===== src/rtl/mdu_ctrl.sv =====
`default_nettype none
// ============================================================================
// Module  : mdu_ctrl
// Brief   : Iterative multiply/divide sequencer owning the HI/LO registers.
// Revision: 1.0 - initial release
// ============================================================================
module mdu_ctrl #(
  parameter int DATA_WIDTH = 32,
  parameter int CNT_WIDTH  = 6
) (
  input  logic                  i_clk,
  input  logic                  i_rst,
  input  logic                  i_start,
  input  logic [1:0]            i_op,
  input  logic [DATA_WIDTH-1:0] i_op_0,
  input  logic [DATA_WIDTH-1:0] i_op_1,
  input  logic                  i_cancel,
  input  logic                  i_hi_we,
  input  logic                  i_lo_we,
  input  logic [DATA_WIDTH-1:0] i_wdata,
  output logic                  o_busy,
  output logic                  o_done,
  output logic                  o_div_by_zero,
  output logic [DATA_WIDTH-1:0] o_hi,
  output logic [DATA_WIDTH-1:0] o_lo
);

  localparam logic [1:0] c_idle = 2'd0;
  localparam logic [1:0] c_run  = 2'd1;
  localparam logic [1:0] c_fix  = 2'd2;
  localparam logic [CNT_WIDTH-1:0] c_last_iter = CNT_WIDTH'(DATA_WIDTH - 1);

  logic [1:0]              r_state, w_next_state;
  logic                    w_busy;
  logic [1:0]              r_op;
  logic [DATA_WIDTH-1:0]   r_a, r_b, r_raw_0;
  logic                    r_neg_q, r_neg_r, r_dz;
  logic [CNT_WIDTH-1:0]    r_cnt;
  logic [2*DATA_WIDTH-1:0] r_acc, w_acc_next;
  logic [DATA_WIDTH-1:0]   r_hi, r_lo;
  logic                    r_done, r_dbz;

  logic                    w_neg_0, w_neg_1;
  logic [DATA_WIDTH-1:0]   w_abs_0, w_abs_1;
  logic [DATA_WIDTH:0]     w_mul_sum, w_div_shift, w_div_diff;
  logic [2*DATA_WIDTH-1:0] w_prod;
  logic [DATA_WIDTH-1:0]   w_quot, w_rem, w_fix_hi, w_fix_lo;

  // State register
  always_ff @(posedge i_clk) begin
    if (i_rst) r_state <= c_idle;
    else       r_state <= w_next_state;
  end

  // Next-state logic
  always_comb begin
    w_next_state = r_state;
    case (r_state)
      c_idle:  if (i_start) w_next_state = c_run;
      c_run: begin
        if (i_cancel)                 w_next_state = c_idle;
        else if (r_cnt == c_last_iter) w_next_state = c_fix;
      end
      c_fix:   w_next_state = c_idle;
      default: w_next_state = c_idle;
    endcase
  end

  // Output logic
  always_comb begin
    w_busy = (r_state == c_run) || (r_state == c_fix);
  end

  // Operands are reduced to magnitudes; signs are reapplied in FIX.
  always_comb begin
    w_neg_0 = ~i_op[0] & i_op_0[DATA_WIDTH-1];
    w_neg_1 = ~i_op[0] & i_op_1[DATA_WIDTH-1];
    w_abs_0 = w_neg_0 ? -i_op_0 : i_op_0;
    w_abs_1 = w_neg_1 ? -i_op_1 : i_op_1;
  end

  // One iteration: shift-add for MUL, restoring trial subtract for DIV.
  always_comb begin
    w_mul_sum   = {1'b0, r_acc[2*DATA_WIDTH-1:DATA_WIDTH]} + (r_acc[0] ? {1'b0, r_a} : '0);
    w_div_shift = r_acc[2*DATA_WIDTH-1:DATA_WIDTH-1];
    w_div_diff  = w_div_shift - {1'b0, r_b};
    if (r_op[1]) begin
      if (w_div_diff[DATA_WIDTH])
        w_acc_next = {w_div_shift[DATA_WIDTH-1:0], r_acc[DATA_WIDTH-2:0], 1'b0};
      else
        w_acc_next = {w_div_diff[DATA_WIDTH-1:0], r_acc[DATA_WIDTH-2:0], 1'b1};
    end else begin
      w_acc_next = {w_mul_sum, r_acc[DATA_WIDTH-1:1]};
    end
  end

  always_comb begin
    w_prod   = r_neg_q ? -r_acc : r_acc;
    w_quot   = r_neg_q ? -r_acc[DATA_WIDTH-1:0] : r_acc[DATA_WIDTH-1:0];
    w_rem    = r_neg_r ? -r_acc[2*DATA_WIDTH-1:DATA_WIDTH] : r_acc[2*DATA_WIDTH-1:DATA_WIDTH];
    w_fix_hi = r_op[1] ? (r_dz ? r_raw_0 : w_rem) : w_prod[2*DATA_WIDTH-1:DATA_WIDTH];
    w_fix_lo = r_op[1] ? (r_dz ? '1 : w_quot)     : w_prod[DATA_WIDTH-1:0];
  end

  always_ff @(posedge i_clk) begin
    if (i_rst) begin
      r_op    <= '0;
      r_a     <= '0;
      r_b     <= '0;
      r_raw_0 <= '0;
      r_neg_q <= 1'b0;
      r_neg_r <= 1'b0;
      r_dz    <= 1'b0;
      r_cnt   <= '0;
      r_acc   <= '0;
    end else if (r_state == c_idle && i_start) begin
      r_op    <= i_op;
      r_a     <= w_abs_0;
      r_b     <= w_abs_1;
      r_raw_0 <= i_op_0;
      r_neg_q <= w_neg_0 ^ w_neg_1;
      r_neg_r <= w_neg_0;
      r_dz    <= (i_op_1 == '0);
      r_cnt   <= '0;
      r_acc   <= {{DATA_WIDTH{1'b0}}, (i_op[1] ? w_abs_0 : w_abs_1)};
    end else if (r_state == c_run) begin
      r_acc <= w_acc_next;
      r_cnt <= r_cnt + CNT_WIDTH'(1);
    end
  end

  // A cancel arriving in FIX wins over the result write.
  always_ff @(posedge i_clk) begin
    if (i_rst) begin
      r_hi   <= '0;
      r_lo   <= '0;
      r_done <= 1'b0;
      r_dbz  <= 1'b0;
    end else if (r_state == c_fix && !i_cancel) begin
      r_hi   <= w_fix_hi;
      r_lo   <= w_fix_lo;
      r_done <= 1'b1;
      r_dbz  <= r_op[1] & r_dz;
    end else begin
      r_done <= 1'b0;
      r_dbz  <= 1'b0;
      if (r_state == c_idle) begin
        if (i_hi_we) r_hi <= i_wdata;
        if (i_lo_we) r_lo <= i_wdata;
      end
    end
  end

  assign o_busy        = w_busy;
  assign o_done        = r_done;
  assign o_div_by_zero = r_dbz;
  assign o_hi          = r_hi;
  assign o_lo          = r_lo;

endmodule
`default_nettype wire


===== config.mk =====
export PLATFORM = sky130hd
export DESIGN_NAME = mdu_ctrl
export DESIGN_NICKNAME = d
export VERILOG_FILES = /design/src/rtl/mdu_ctrl.sv
export SDC_FILE = /design/constraint.sdc
export NUM_CORES = 1
export LEC_CHECK = 0
export CAP_MARGIN = 0
export CELL_PAD_IN_SITES_DETAIL_PLACEMENT = 0
export CELL_PAD_IN_SITES_GLOBAL_PLACEMENT = 2
export CORE_MARGIN = 3
export CORE_UTILIZATION = 37
export DETAILED_ROUTE_END_ITERATION = 10
export GPL_ROUTABILITY_DRIVEN = 0
export GPL_TIMING_DRIVEN = 0
export PLACE_DENSITY = 0.85
export SETUP_SLACK_MARGIN = 0.05
export SLEW_MARGIN = 20
export SYNTH_ARGS = -nofsm -noshare
export SYNTH_HDL_FRONTEND = slang
export SYNTH_SLANG_ARGS = --single-unit

===== constraint.sdc =====
create_clock -name i_clk -period 8.1 [get_ports i_clk]
set_input_delay 1.62 -clock i_clk [delete_from_list [all_inputs] [get_ports i_clk]]
set_output_delay 1.62 -clock i_clk [all_outputs]
set_load 0.02 [all_outputs]

==> flow_metrics.py <==
metrics = {
    "setup_path": {
        "crit_path_start_kind": "flip-flop",
        "worstPathRequired_ns": 8.52,
        "critical_path_class": "flip-flop to flip-flop",
        "worst-path-buf-inv": 3,
        "crit_path_max_fanout": 10,
        "critPathCaptureType": "flip-flop",
        "arrival_ns": 5.68,
        "worst_path_max_delay_cell": "a2111oi_1",
        "crit_family": "compound AO/OA/AOI/OAI gates",
        "max_stage_delay_ns": 0.86,
        "worstPathCellList": "inv_1 > ha_1 > fa_1 > nor2b_1 > o31a_1 > o2111ai_1 > a2111oi_1 > o32ai_1 > xnor2_1 > buf_2 > buf_1 > o21ai_0 > o211ai_1 > a31oi_1",
    },
    "drt": {
        "ant_nets": 0,
        "drc_errors": 0,
        "totalWireLength_microns": 82920,
        "drt-vias-per-instance": 6.066,
        "dr.pass1.iters": 5,
        "first_iter_violations": 2093,
        "post_drt_wl_per_cell_microns": 26.26,
        "via_count": 19156,
    },
    "logic_synthesis": {
        "synth_compound_area_share_pct": 26.77,
        "synth_top_family_by_area": "compound AO/OA/AOI/OAI gates",
        "synthDistinctLibCells": 75,
        "syn_area_per_cell_sq_um": 7.555,
        "ys.flop_type": "dfxtp_1",
        "yosysMostFrequentCell": "nand2_1",
        "syn_inst": 2326,
        "syn_nets": 2504,
        "yosys.area.top_type": "dfxtp_1",
        "yosys-top-cells-count": "nand2_1, dfxtp_1, nor2_1",
        "muxShareOfSynthArea_pct": 5.518,
        "synth_warnings": 0,
        "synth_xor_area_share_pct": 10.32,
        "synth_simple_gate_area_share_pct": 19.52,
        "synth-async-reset-ratio_pct": 0,
        "synth_fa_ha_area_share_pct": 5.355,
        "synth.area.top_cells": "dfxtp_1, nand2_1, xnor2_1",
        "seq_area_frac_synth_pct": 27.00,
        "synth_edf_count": 0,
        "synth_top_area_share_pct": 27.00,
        "synth.ff_latch_count": 237,
        "syn-cell-area_sq_um": 17570,
    },
    "global_routing": {
        "antenna_found_initial": 2,
        "grt_pass1_vias": 17929,
        "overflow": 0,
        "grt_pass1_wl_microns": 119200,
        "gr-usage-all-layers_pct": 31.74,
        "grt_max_degree": 16,
    },
    "power_and_ir_drop": {
        "vdd_drop_max_uv": 197.7,
        "swShare_pct": 39.23,
        "combPwrFrac_pct": 37.2,
        "p_seq_share_pct": 30.1,
        "power_frac_clock_pct": 32.7,
        "total_power_mw": 4.678,
        "power.density_nw_per_um2": 221.1,
        "internal-power_mw": 2.843,
        "leakage_nw": 7.913,
        "switching_power_mw": 1.835,
    },
    "die": {
        "coreArea_sq_um": 46750,
        "start_util_pct": 37.58,
        "rows": 79,
        "die_x_microns": 223.9,
        "dieArea_sq_um": 50140,
        "io-pin-count": 171,
        "die_y_microns": 223.9,
    },
    "placement": {
        "io_buffers": 169,
        "placed_area_sq_um": 20020,
        "dp_hpwl_microns": 66890,
        "place_inst": 3102,
    },
    "timing": {
        "rsz0062_at_grt": "false",
        "fin_crit_sh_pct": 64.84,
        "period_minus_slack_ns": 5.252,
        "worst_slew_pin_slew_ns": 1.157,
        "setup_viol": 0,
        "report.final.slew_viol_count": 0,
        "fmax_mhz": 190.4,
        "whs_ns": 0.4679,
        "fin_tns_setup_ns": 0,
        "hold_violations": 0,
        "relSlewSlack_pct": 21.83,
        "fin_skew_ns": 0.02917,
    },
    "finish": {
        "fin_nets": 2705,
        "final_cell_area_sq_um": 21160,
        "area_growth_pct": 20.41,
        "diodes": 0,
        "drive_above_1_share_pct": 3.567,
        "fin_cells": 3158,
    },
    "clock_network": {
        "insertion_delay_ns": 0.60,
        "htree_num_levels": 1,
        "post-cts-setup-buffers": 0,
        "hold_buffers": 0,
        "clock_sinks": 237,
        "cts-resized-gates": 0,
        "cts_buffer_depth": 3,
        "cts-root-buf": "clkbuf_16",
        "cts.clk_slew.worst_paths_ns": 0.07,
        "cts_buffers": 30,
        "cts_tree": "built",
    },
    "outcome": {
        "status": "finished, final reports clean",
    },
    "run": {
        "max-cap-violations": 0,
    },
    "hold_path": {
        "hold_class": "flip-flop to flip-flop",
    },
}
-- registers in the layout, summed over array words and instances (netlist names) --
signal	flops
o_div_by_zero	1
r_acc	64
o_hi	32
r_neg_q	1
r_raw_0	31
o_done	1
r_dz	1
o_lo	32
r_neg_r	1
r_cnt	6
r_state	2
r_b	32
r_a	32
r_op	1
-- cells in the final DEF, fill, tap and decap left out, types with 25 or more instances in the layout --
cell type and instances:
nand2_1 269, clkbuf_1 163, o31ai_1 31, o211ai_1 56
o21ai_0 142, clkdlybuf4s50_1 169, mux2i_1 89, nand3_1 30
a21o_1 30, nor3_1 31, dfxtp_1 237, xor2_1 94
inv_1 60, and2_1 38, a31oi_1 25, a221oi_1 34
xnor2_1 113, nor2_1 216, ha_1 72, a21oi_1 196
a211oi_1 104, clkbuf_16 30
-- logic make-up (layout without fill, tap and decap cells) --
| kind of cell | Yosys count | in the layout |
|---|---|---|
| simple gates | 739 | 739 |
| mux | 96 | 96 |
| flops | 237 | 237 |
| xor+xnor | 207 | 207 |
| compound gates | 722 | 722 |
| buf+inv | 251 | 476 |
| fa+ha+maj | 74 | 74 |
-- worst paths after layout --
kind / end / cells after the start / slack (ns) / start
min: r_raw_0[24] / 2 / 0.47 / r_raw_0[24]
max reg2reg: r_acc[36] / 14 / 2.85 / r_acc[31]
max: r_acc[36] / 14 / 2.85 / r_acc[31]
min reg2reg: r_raw_0[24] / 2 / 0.47 / r_raw_0[24]
-- stage by stage --
stage	worst slack, ns	utilization, %
detailed placement	2.738	42.83
floorplan	4.051	-
global route	2.693	45.25
global placement	2.664	42.83
CTS	2.711	45.25
finish	2.848	45.25
-- final cells by class --
cell class / count / area, sq um
fillers: 4783 / 25600
clock buffers: 37 / 847.1
multi-input cells: 1838 / 11860
plain buffers: 189 / 738.2
inverters: 62 / 232.7
clock inverters: 19 / 286.5
flip-flops and latches: 237 / 4745
repair buffers: 169 / 1692
well taps: 607 / 759.5
-- routing by layer --
metal | vias to the layer above | share of wire, % | track usage, % | wire, microns
met3 | 133 | 8.8 | 5.438 | 7302
met5 | - | 0.016 | 0 | 13
met2 | 923 | 43 | 48.63 | 35780
met4 | 2 | 3.7 | 10.57 | 3033
met1 | 9288 | 44 | 45.23 | 36790
li1 | 8810 | - | - | -
-- worst register-to-register path, stage by stage, from the launching register on --
cell,delay [ns]
dfxtp_1,0.49
inv_1,0.17
ha_1,0.25
fa_1,0.43
nor2b_1,0.22
o31a_1,0.25
o2111ai_1,0.33
a2111oi_1,0.86
o32ai_1,0.28
xnor2_1,0.40
buf_2,0.35
buf_1,0.57
o21ai_0,0.24
o211ai_1,0.16
a31oi_1,0.11
-- power by group through the flow --
stage / clock network [mW] / registers, mW / logic [mW]
6_report: 1.53 / 1.41 / 1.74
5_1_grt: 1.59 / 1.42 / 1.87
4_1_cts: 1.54 / 1.40 / 1.70
3_5_place_dp: 0 / 1.43 / 1.70
3_3_place_gp: 0 / 1.42 / 1.69
2_1_floorplan: 0 / 1.42 / 1.05
No activity file was read; power rests on OpenSTA's default activity.
==> edit: new RTL, config.mk and constraints unchanged <==
Add an input register stage for `i_wdata`, cleared by the reset; this delays it by one clock. The other inputs are not delayed to match.
--- a/src/rtl/mdu_ctrl.sv
+++ b/src/rtl/mdu_ctrl.sv
@@ -29,6 +29,16 @@
   localparam logic [1:0] c_run  = 2'd1;
   localparam logic [1:0] c_fix  = 2'd2;
   localparam logic [CNT_WIDTH-1:0] c_last_iter = CNT_WIDTH'(DATA_WIDTH - 1);
+
+  logic [DATA_WIDTH-1:0] i_wdata_q;
+
+  always_ff @(posedge i_clk) begin
+    if (i_rst) begin
+      i_wdata_q <= '0;
+    end else begin
+      i_wdata_q <= i_wdata;
+    end
+  end
 
   logic [1:0]              r_state, w_next_state;
   logic                    w_busy;
@@ -145,8 +155,8 @@
       r_done <= 1'b0;
       r_dbz  <= 1'b0;
       if (r_state == c_idle) begin
-        if (i_hi_we) r_hi <= i_wdata;
-        if (i_lo_we) r_lo <= i_wdata;
+        if (i_hi_we) r_hi <= i_wdata_q;
+        if (i_lo_we) r_lo <= i_wdata_q;
       end
     end
   end
Check against the original RTL: not equivalent (a bounded check fails within 4 cycles, from zero or initial values and one cycle with i_rst high).
==> edit against the unedited design <==
Synthesized cell count grew 2.2%; sequential cell count grew 32; synthesized area grew 4.7%; first-iteration DRC count shrank 6.2%; critical path depth shrank 1; cell area grew 4.0%; combinational power shrank 30%; cell count grew 3.6%; wire length grew 0.18%; worst setup slack gained 0.046 ns; total power shrank 10%; via count grew 1.3%; sequential power grew 6%.
==> edit: results (changes against the unedited design) <==
- The run finished with clean final reports.
- The global routing met1 resource utilization is 0.429 (-0.0237).
- The HPWL after detailed placement is 66800 um (-0.16%).
- The leakage power total is 8.16 nW (+3.2%).
- The area share of fa/ha/maj cells after synthesis is 0.0512 (-0.00239).
- The sequential logic power is 0.00150 W (+6%).
- The setup slack at placement came to 2.67 ns (-0.0687 ns).
- In this run the worst setup path begins at r_acc[32].
- The worst ir drop on vdd is 156 uV (-21%).
- The total combinational power is 0.00121 W (-30%).
- The via count of the first global-routing pass is 18048 (+0.66%).
- The share of cells above drive strength 1 is 0.0418 (+0.00614).
- The starting DRC count in detailed routing came to 1964 (-6.2%).
- The clock buffer count from CTS is 34 (+13%).
- The synthesized netlist cell count is 2377 (+2.2%).
- The H-tree depth is 2 (+1).
- The source of the worst hold timing path is r_a[31].
- The mux share of post-synthesis cell area came to 0.0646 (+0.00945).
- The met3 layer wire length in the routed design came to 7490 um (+2.5%).
- The peak per-stage delay on the critical path was 0.82 ns (-0.04 ns).
- Sorting the synthesized cells by area gives the leading types as sky130_fd_sc_hd__dfxtp_1 (29%), sky130_fd_sc_hd__nand2_1 (6.2%), sky130_fd_sc_hd__mux2i_1 (5.6%), sky130_fd_sc_hd__a21oi_1 (5.2%), sky130_fd_sc_hd__xor2_1 (5.1%).
- The first-pass GRT wire length is 119000 um (-0.15%).
- The worst hold path terminates at r_a[31].
- The largest net degree at the start of global routing came to 13 (-3).
- The cell-internal power is 0.00271 W (-4.6%).
- Among cell families on the critical path, the largest total delay comes from buffers and inverters.
- The global-route met3 utilization came to 0.0577 (+0.00332).
- The number of unique standard cell types used by synthesis is 76 (+1.3%).
- The met2 capacity usage during global routing was 0.468 (-0.0186).
- The number of antenna violations at the first check in global routing is 0 (-2).
- The highest signal layer in the routed design is met4.
## edit: changes by cell type in the layout (fill, tap and decap cells not counted), moves of 13 or more
cell / change
sky130_fd_sc_hd__nand2_1: +37
sky130_fd_sc_hd__dfxtp_1: +32
sky130_fd_sc_hd__nor2b_1: +32
sky130_fd_sc_hd__nor2_1: -29
sky130_fd_sc_hd__a211oi_1: -20
sky130_fd_sc_hd__xnor2_1: -15
sky130_fd_sc_hd__mux2i_1: +14
sky130_fd_sc_hd__and3_1: -13
sky130_fd_sc_hd__xor2_1: +13
## edit: cell type report
| class | instances | area (um^2) |
|---|---|---|
| repair buffers | 169 | 1690 |
| clock inverters | 11 | 81.3 |
| inverters | 66 | 248 |
| well taps | 664 | 831 |
| flip-flops and latches | 269 | 5390 |
| multi-input cells | 1857 | 12000 |
| fillers | 5102 | 27100 |
| plain buffers | 185 | 729 |
| clock buffers | 50 | 1000 |
